$ cat src/rtl/cpu_pkg.sv
// Shared types and constants for the CPU front end: fetch FSM states,
// instruction field positions and default reset values.
package cpu_pkg;

  typedef enum logic [1:0] {
    S_REQ  = 2'd0,
    S_HOLD = 2'd1,
    S_DROP = 2'd2
  } fetch_state_e;

  localparam int OP_HI    = 31;
  localparam int OP_LO    = 26;
  localparam int FUNCT_HI = 5;
  localparam int FUNCT_LO = 0;

  localparam logic [31:0] NOP_INSTR        = 32'h0000_0000;
  localparam logic [31:0] DEFAULT_RESET_PC = 32'h0000_0000;

endpackage

$ cat src/rtl/fetch_skid.sv
// One-entry skid buffer holding a fetched instruction and its pc+4 while
// the IF/ID register is stalled.
module fetch_skid
  import cpu_pkg::*;
#(
  parameter int ADDR_W = 32
) (
  input  logic              clk,
  input  logic              rst_n,
  input  logic              load_i,
  input  logic              unload_i,
  input  logic              clear_i,
  input  logic [31:0]       instr_i,
  input  logic [ADDR_W-1:0] pc4_i,
  output logic              full_o,
  output logic [31:0]       instr_o,
  output logic [ADDR_W-1:0] pc4_o
);

  logic              full_q, full_d;
  logic [31:0]       instr_q, instr_d;
  logic [ADDR_W-1:0] pc4_q, pc4_d;

  always_comb begin
    full_d  = full_q;
    instr_d = instr_q;
    pc4_d   = pc4_q;
    // Clear (redirect flush) wins over any load or unload in the same cycle.
    if (clear_i) begin
      full_d = 1'b0;
    end else if (load_i) begin
      full_d  = 1'b1;
      instr_d = instr_i;
      pc4_d   = pc4_i;
    end else if (unload_i) begin
      full_d = 1'b0;
    end
  end

  always_ff @(posedge clk or negedge rst_n) begin
    if (!rst_n) begin
      full_q  <= 1'b0;
      instr_q <= NOP_INSTR;
      pc4_q   <= '0;
    end else begin
      full_q  <= full_d;
      instr_q <= instr_d;
      pc4_q   <= pc4_d;
    end
  end

  assign full_o  = full_q;
  assign instr_o = instr_q;
  assign pc4_o   = pc4_q;

endmodule

$ cat src/rtl/instr_fetch.sv
// Instruction-fetch stage: owns the PC, issues single-outstanding imem requests,
// holds the IF/ID register with a one-entry skid buffer, and flushes on redirect.
module instr_fetch
  import cpu_pkg::*;
#(
  parameter int              ADDR_W   = 32,
  parameter logic [ADDR_W-1:0] RESET_PC = ADDR_W'(DEFAULT_RESET_PC)
) (
  input  logic              clk,
  input  logic              rst_n,
  output logic              imem_req,
  output logic [ADDR_W-1:0] imem_addr,
  input  logic              imem_ack,
  input  logic [31:0]       imem_rdata,
  input  logic              stall,
  input  logic              redirect,
  input  logic [ADDR_W-1:0] redirect_pc,
  output logic              if_id_valid,
  output logic [31:0]       if_id_instr,
  output logic [ADDR_W-1:0] if_id_pc4,
  output logic [5:0]        if_id_op,
  output logic [5:0]        if_id_funct
);

  localparam logic [ADDR_W-1:0] PC_STEP    = ADDR_W'(4);
  localparam logic [ADDR_W-1:0] ALIGN_MASK = ~ADDR_W'(3);

  // Handshake: a fetch is in flight while imem_req=1; imem_addr is held
  // stable until the cycle imem_ack=1, which completes the transfer.
  fetch_state_e      state_q, state_d;
  logic [ADDR_W-1:0] pc_q, pc_d;
  logic [ADDR_W-1:0] pending_q, pending_d;
  logic              req_q, req_d;
  logic              valid_q, valid_d;
  logic [31:0]       instr_q, instr_d;
  logic [ADDR_W-1:0] pc4_q, pc4_d;
  logic [5:0]        op_q, op_d;
  logic [5:0]        funct_q, funct_d;

  logic              ack_v, ifid_free, load_ifid;
  logic [ADDR_W-1:0] pc_plus4, redirect_aligned;
  logic [31:0]       src_instr;
  logic [ADDR_W-1:0] src_pc4;
  logic              skid_load, skid_unload, skid_clear, skid_full;
  logic [31:0]       skid_instr;
  logic [ADDR_W-1:0] skid_pc4;

  fetch_skid #(.ADDR_W(ADDR_W)) u_skid (
    .clk      (clk),
    .rst_n    (rst_n),
    .load_i   (skid_load),
    .unload_i (skid_unload),
    .clear_i  (skid_clear),
    .instr_i  (imem_rdata),
    .pc4_i    (pc_plus4),
    .full_o   (skid_full),
    .instr_o  (skid_instr),
    .pc4_o    (skid_pc4)
  );

  always_comb begin
    ack_v            = imem_ack & req_q;
    ifid_free        = ~valid_q | ~stall;
    pc_plus4         = pc_q + PC_STEP;
    redirect_aligned = redirect_pc & ALIGN_MASK;

    state_d     = state_q;
    pc_d        = pc_q;
    pending_d   = pending_q;
    valid_d     = valid_q & stall;
    instr_d     = instr_q;
    pc4_d       = pc4_q;
    op_d        = op_q;
    funct_d     = funct_q;
    load_ifid   = 1'b0;
    src_instr   = imem_rdata;
    src_pc4     = pc_plus4;
    skid_load   = 1'b0;
    skid_unload = 1'b0;
    skid_clear  = 1'b0;

    if (redirect) begin
      valid_d    = 1'b0;
      skid_clear = 1'b1;
      case (state_q)
        S_REQ: begin
          // An unacked request must still be drained; remember where to go.
          if (req_q && !ack_v) begin
            pending_d = redirect_aligned;
            state_d   = S_DROP;
          end else begin
            pc_d    = redirect_aligned;
            state_d = S_REQ;
          end
        end
        S_DROP: begin
          if (ack_v) begin
            pc_d    = redirect_aligned;
            state_d = S_REQ;
          end else begin
            pending_d = redirect_aligned;
          end
        end
        default: begin
          pc_d    = redirect_aligned;
          state_d = S_REQ;
        end
      endcase
    end else begin
      case (state_q)
        S_REQ: begin
          if (ack_v) begin
            pc_d = pc_plus4;
            if (ifid_free) begin
              load_ifid = 1'b1;
            end else begin
              skid_load = 1'b1;
              state_d   = S_HOLD;
            end
          end
        end
        S_HOLD: begin
          if (ifid_free) begin
            load_ifid   = 1'b1;
            src_instr   = skid_instr;
            src_pc4     = skid_pc4;
            skid_unload = 1'b1;
            state_d     = S_REQ;
          end
        end
        S_DROP: begin
          if (ack_v) begin
            pc_d    = pending_q;
            state_d = S_REQ;
          end
        end
        default: state_d = S_REQ;
      endcase
    end

    if (load_ifid) begin
      valid_d = 1'b1;
      instr_d = src_instr;
      pc4_d   = src_pc4;
      op_d    = src_instr[OP_HI:OP_LO];
      funct_d = src_instr[FUNCT_HI:FUNCT_LO];
    end

    req_d = (state_d != S_HOLD);
  end

  always_ff @(posedge clk or negedge rst_n) begin
    if (!rst_n) begin
      state_q   <= S_REQ;
      pc_q      <= RESET_PC;
      pending_q <= RESET_PC;
      req_q     <= 1'b0;
      valid_q   <= 1'b0;
      instr_q   <= NOP_INSTR;
      pc4_q     <= '0;
      op_q      <= '0;
      funct_q   <= '0;
    end else begin
      state_q   <= state_d;
      pc_q      <= pc_d;
      pending_q <= pending_d;
      req_q     <= req_d;
      valid_q   <= valid_d;
      instr_q   <= instr_d;
      pc4_q     <= pc4_d;
      op_q      <= op_d;
      funct_q   <= funct_d;
    end
  end

  assign imem_req    = req_q;
  assign imem_addr   = pc_q & ALIGN_MASK;
  assign if_id_valid = valid_q;
  assign if_id_instr = instr_q;
  assign if_id_pc4   = pc4_q;
  assign if_id_op    = op_q;
  assign if_id_funct = funct_q;

endmodule

$ cat config.mk
export PLATFORM = sky130hd
export DESIGN_NAME = instr_fetch
export DESIGN_NICKNAME = d
export VERILOG_FILES = /design/src/rtl/cpu_pkg.sv /design/src/rtl/fetch_skid.sv /design/src/rtl/instr_fetch.sv
export SDC_FILE = /design/constraint.sdc
export NUM_CORES = 1
export LEC_CHECK = 0
export ABC_AREA = 1
export BUFFER_PORTS_ARGS = -buffer_cell sky130_fd_sc_hd__buf_2
export CAP_MARGIN = 20
export CORE_MARGIN = 10
export CORE_UTILIZATION = 43
export DETAILED_ROUTE_END_ITERATION = 10
export GPL_ROUTABILITY_DRIVEN = 0
export SYNTH_ARGS = -nofsm -noshare
export SYNTH_HDL_FRONTEND = slang
export SYNTH_HIERARCHICAL = 1
export SYNTH_SLANG_ARGS = --single-unit
$ cat constraint.sdc
create_clock -name clk -period 2.37 [get_ports clk]
set_clock_uncertainty 0.1 [all_clocks]
set_input_delay 0.474 -clock clk [delete_from_list [all_inputs] [get_ports clk]]
set_output_delay 0.474 -clock clk [all_outputs]
set_load 0.005 [all_outputs]
**Word level (Yosys, flattened, before mapping)**

Cells that the tools add are included.

- Equal/unequal tests: 8
- Muxes and demuxes: 35
- Reductions and logical operators: 8
- Add/subtract/negate cells: 1
- Bitwise operators: 6

Operators by type and width:

| cell | number |
|---|---|
| 32-bit 2-to-1 mux | 13 |
| 32-bit case mux with 2 select lines | 3 |
| 32-bit by 3-bit adder with 32-bit output (second input constant) | 1 |
| 2-bit 2-to-1 mux | 6 |
| 1-bit 2-to-1 mux | 10 |
| 4-bit AND reduction | 2 |
| 2-bit inequality test (second input constant) | 3 |
| 3-bit inequality test (second input constant) | 2 |
| 2-bit case mux with 3 select lines | 1 |
| 2-bit case mux with 2 select lines | 1 |
| 1-bit inverter | 3 |
| 3-bit nonzero test | 1 |
| 1-bit bitwise AND | 2 |
| 2-bit by 1-bit == test with 1-bit output (second input constant) | 1 |
| 2-bit == test (second input constant) | 1 |
| 2-bit zero test | 1 |
| 2-bit by 1-bit inequality test with 1-bit output (second input constant) | 1 |
| 1-bit case mux with 2 select lines | 1 |
| 2-bit AND reduction | 1 |
| 2-bit nonzero test | 1 |
| 1-bit logical AND | 1 |
| 1-bit zero test | 1 |
| 1-bit bitwise OR | 1 |

- Logic and storage cells: 69
- Bits in registers: 208

**Longest topological paths before layout**

- Depth in word-level cells: 7
- Mapped depth: 12
- Gate-level depth less buffers: 12

**Hierarchy**

Netlist, hierarchy kept.

By module, submodules not included:

| module | cells an instance | instances | area an instance (um2) | seq. area each (um2) |
|---|---|---|---|---|
| instr_fetch | 967 | 1 | 6985.4 | 3203.1 |
| fetch_skid | 283 | 1 | 2587.5 | 1626.6 |

**Worst setup path before layout**

OpenSTA, ideal clock, no wires.

- Kind: input port to flip-flop
- From: in redirect
- To: reg u_skid.pc4_q[8] (netlist: u_skid/pc4_o[8])
- Buffers on the path: 4
- Arrival: 1605 ps
- Cell stages on the path: 7
- Slack: 600 ps
- Path through: buf_2 > buf_1 > nor3_1 > buf_4 > buf_2 > nand3_1 > nand2_1

RTL lines:

| item | RTL line | source |
|---|---|---|
| start, declared | instr_fetch.sv:16 | `input logic redirect,` |
| 1-bit 2-to-1 mux | instr_fetch.sv:82 | `if (redirect) begin` |
| via skid_load | instr_fetch.sv:44 | `logic skid_load, skid_unload, skid_clear, skid_full;` |
| 2-bit AND reduction (no line) | - |  |
| end signal, assigned | fetch_skid.sv:48 | `pc4_q <= pc4_d;` |
| end, declared | fetch_skid.sv:22 | `logic [ADDR_W-1:0] pc4_q, pc4_d;` |

The timed path passes the listed nets, and every way through them passes these cells.
A chain may end at the register's enable or synchronous reset.

**Worst setup path after layout**

- From: reg pc_q[3]
- To: reg pc_q[16]

- Cells in the longest elaborated chain, start to end: 4

Ends and longest elaborated chain:

| item | RTL line | source |
|---|---|---|
| start, declared | instr_fetch.sv:31 | `logic [ADDR_W-1:0] pc_q, pc_d;` |
| start signal, assigned | instr_fetch.sv:165 | `pc_q <= pc_d;` |
| 32-bit by 3-bit adder with 32-bit output | instr_fetch.sv:64 | `pc_plus4 = pc_q + PC_STEP;` |
| via pc_plus4[16] | instr_fetch.sv:41 | `logic [ADDR_W-1:0] pc_plus4, redirect_aligned;` |
| 32-bit 2-to-1 mux | instr_fetch.sv:112 | `if (ack_v) begin` |
| 32-bit case mux with 2 select lines | instr_fetch.sv:110 | `case (state_q)` |
| 32-bit 2-to-1 mux | instr_fetch.sv:82 |  |

The timed path passes the listed nets, and every way through them passes these cells. The select of a mux whose other input is x is not followed.

==> run_results.csv <==
group,metric,value,unit
run_status,status,"completed",
critical_path,crit_arrival,2.39,ns
drt,dr.pass1.iters,5,
cts,cts_sinks,192,
drt,routed_wl,26.85,mm
cells_and_area,final_cell_count_no_fill,1677,
drt,antenna_left,0,
critical_path,required,2.64,ns
drt,drt-initial-drc-count,752,
floorplanning,design.die.area,28540,um2
cells_and_area,syn_to_final_growth,17.61,%
global_routing,grt.total_usage,18.66,%
logic_synthesis,syn_area_per_cell,7.654,um2
global_routing,grt_overflow_total,0,
floorplanning,rows,54,
cts,cts_tree,"yes",
critical_path,path_max_fanout,4,
sta,worst_slew_margin_rel,65.92,%
placed_design,dpl_cell_area,10630,um2
cells_and_area,final_area,11220,um2
critical_path,r2r_setup_slack,0.25,ns
drt,num_vias,8359,
critical_path,crit_buf_inv,0,
cells_and_area,diodes,0,
drt,drc_errors,0,
sta,tightest_slew,0.5087,ns
placed_design,place_inst,1644,
floorplanning,start_util,43.70,%
placed_design,post-dp-hpwl,18.36,mm
sta,maxSlewViolCount,0,
drt,wl_per_cell,16.01,um
cts,htree_levels,4,
cts,cts_resized,0,
sta,fin_crit_sh,89.28,%
floorplanning,design.core.area,21820,um2
placed_design,io_buffers,174,
cells_and_area,final_common_cell,"nand2_1",
cts,cts_made_buffers,17,
global_routing,grt_max_degree,64,
sta,fin_tns_setup,0,ns
critical_path,cpPeakStageDelay,0.44,ns
drt,viasPerCell,4.984,
global_routing,antenna_found_initial,0,
critical_path,cp-end-kind,"flip-flop",
critical_path,crit_type,"flip-flop to flip-flop",
cts,path_clk_slew,0.08,ns
cells_and_area,fin_nets,1454,
cells_and_area,fillers,2147,
critical_path,cpMaxStageDelayCell,"xor2_1",
pwr,powerDensity,915.0,nW/um2
global_routing,grt_pass1_wl,43.48,mm
floorplanning,die_h,168.9,um
cells_and_area,final_core_util,51.39,%
pwr,leakage,6.003,nW
sta,setup_viol,0,
sta,fmax,472.6,MHz
critical_path,critPathMostFrequentCell,"nand2_1",
cts,clock_latency,0.43,ns
cts,cts-root-buf,"clkbuf_16",
pwr,ir_worst_vdd,454.9,uV
cells_and_area,final_cell_mix,"466 x nand2_1, 192 x dfrtp_1, 173 x buf_2",
sta,report.final.hold_viol_count,0,
critical_path,crit_path_cell_trace,"ha_1, nand2_1, nor2_1, nand2_1, nor2_1, xor2_1, nand2_1, nand2_1, nand2_1, nand2_1",
sta,fin_crit,2.116,ns
logic_synthesis,synthCells,1246,
hold_path,hold_path_class,"primary input to flip-flop",
critical_path,critPathLaunchType,"flip-flop",
flow_run,max_cap_viol_count,0,
cells_and_area,drive_gt1_share,18.54,%
logic_synthesis,yosysWarnings,6,
critical_path,cpLargestDelayFamily,"simple AND/OR/NAND/NOR gates",
floorplanning,chipWidth,168.9,um
sta,rsz0062_at_grt,"false",
floorplanning,ios,179,
cts,cts_max_path_buffers,2,
global_routing,grt_pass1_vias,8059,
logic_synthesis,synth_area,9537,um2
tightest hold or removal path, cell delays in order:
cell	delay, ns
buf_2	0.09
nand3_1	0.07
nand2_1	0.06
layer usage:
layer / GRT usage (%) / part of all wire (%) / wire length [um] / vias up
li1: - / - / - / 4210
met1: 25.56 / 47 / 12660 / 3862
met2: 29.29 / 45 / 12210 / 262
met3: 4.354 / 6.4 / 1713 / 25
met4: 4.277 / 1.0 / 276 / 0
met5: 0 / 0 / 0 / -
state kept, by name, indices dropped and copies added, names as in the netlist:
signal          count
pc_q               30
pending_q          30
state_q             2
u_skid/instr_o     32
if_id_valid         1
imem_req            1
if_id_instr        32
if_id_pc4          32
u_skid/pc4_o       32
report_power, final:
group	internal, mW	total [mW]	leakage (nW)	switching, mW
Sequential	4.12	4.75	2.43	0.637
Clock	1.57	2.88	0.262	1.31
Combinational	1.07	2.63	3.31	1.56
worst paths after layout:
path,from,to,cells past startpoint
hold / removal,imem_rdata[22],u_skid/instr_o[22],3
hold reg to reg,u_skid/pc4_o[15],u_skid/pc4_o[15],2
min in group asynchronous,rst_n,u_skid/instr_o[22],2
setup reg to reg,pc_q[3],pc_q[16],10
max in group asynchronous,rst_n,state_q[1],3
setup / recovery,pc_q[3],pc_q[16],10
through the flow:
stage	hold WS, ns	power, mW	setup WS, ns
after floorplan	0.07841	6.208	0.6001
after global placement	0.3478	7.417	0.3094
after detailed placement	0.3528	7.473	0.2648
after CTS	0.1704	10.35	0.2896
after global routing	0.1725	10.95	0.04345
final	0.1809	10.26	0.2540
what timing repair did:
item / in CTS / in global routing
setup buffers: 0 / 0
endpoints found under the hold margin: 51 / 0
hold buffers: 1 / 0
final cells by class:
class / count / area, um2 / share of cell area [%]
inverters: 75 / 281.5 / 2.510
clock buffers: 21 / 440.4 / 3.927
repair buffers: 201 / 1185 / 10.56
well taps: 280 / 350.3 / 3.124
flip-flops and latches: 192 / 4805 / 42.84
clock inverters: 11 / 135.1 / 1.205
multi-input cells: 897 / 4019 / 35.83
(Power assumes the default switching activity.)
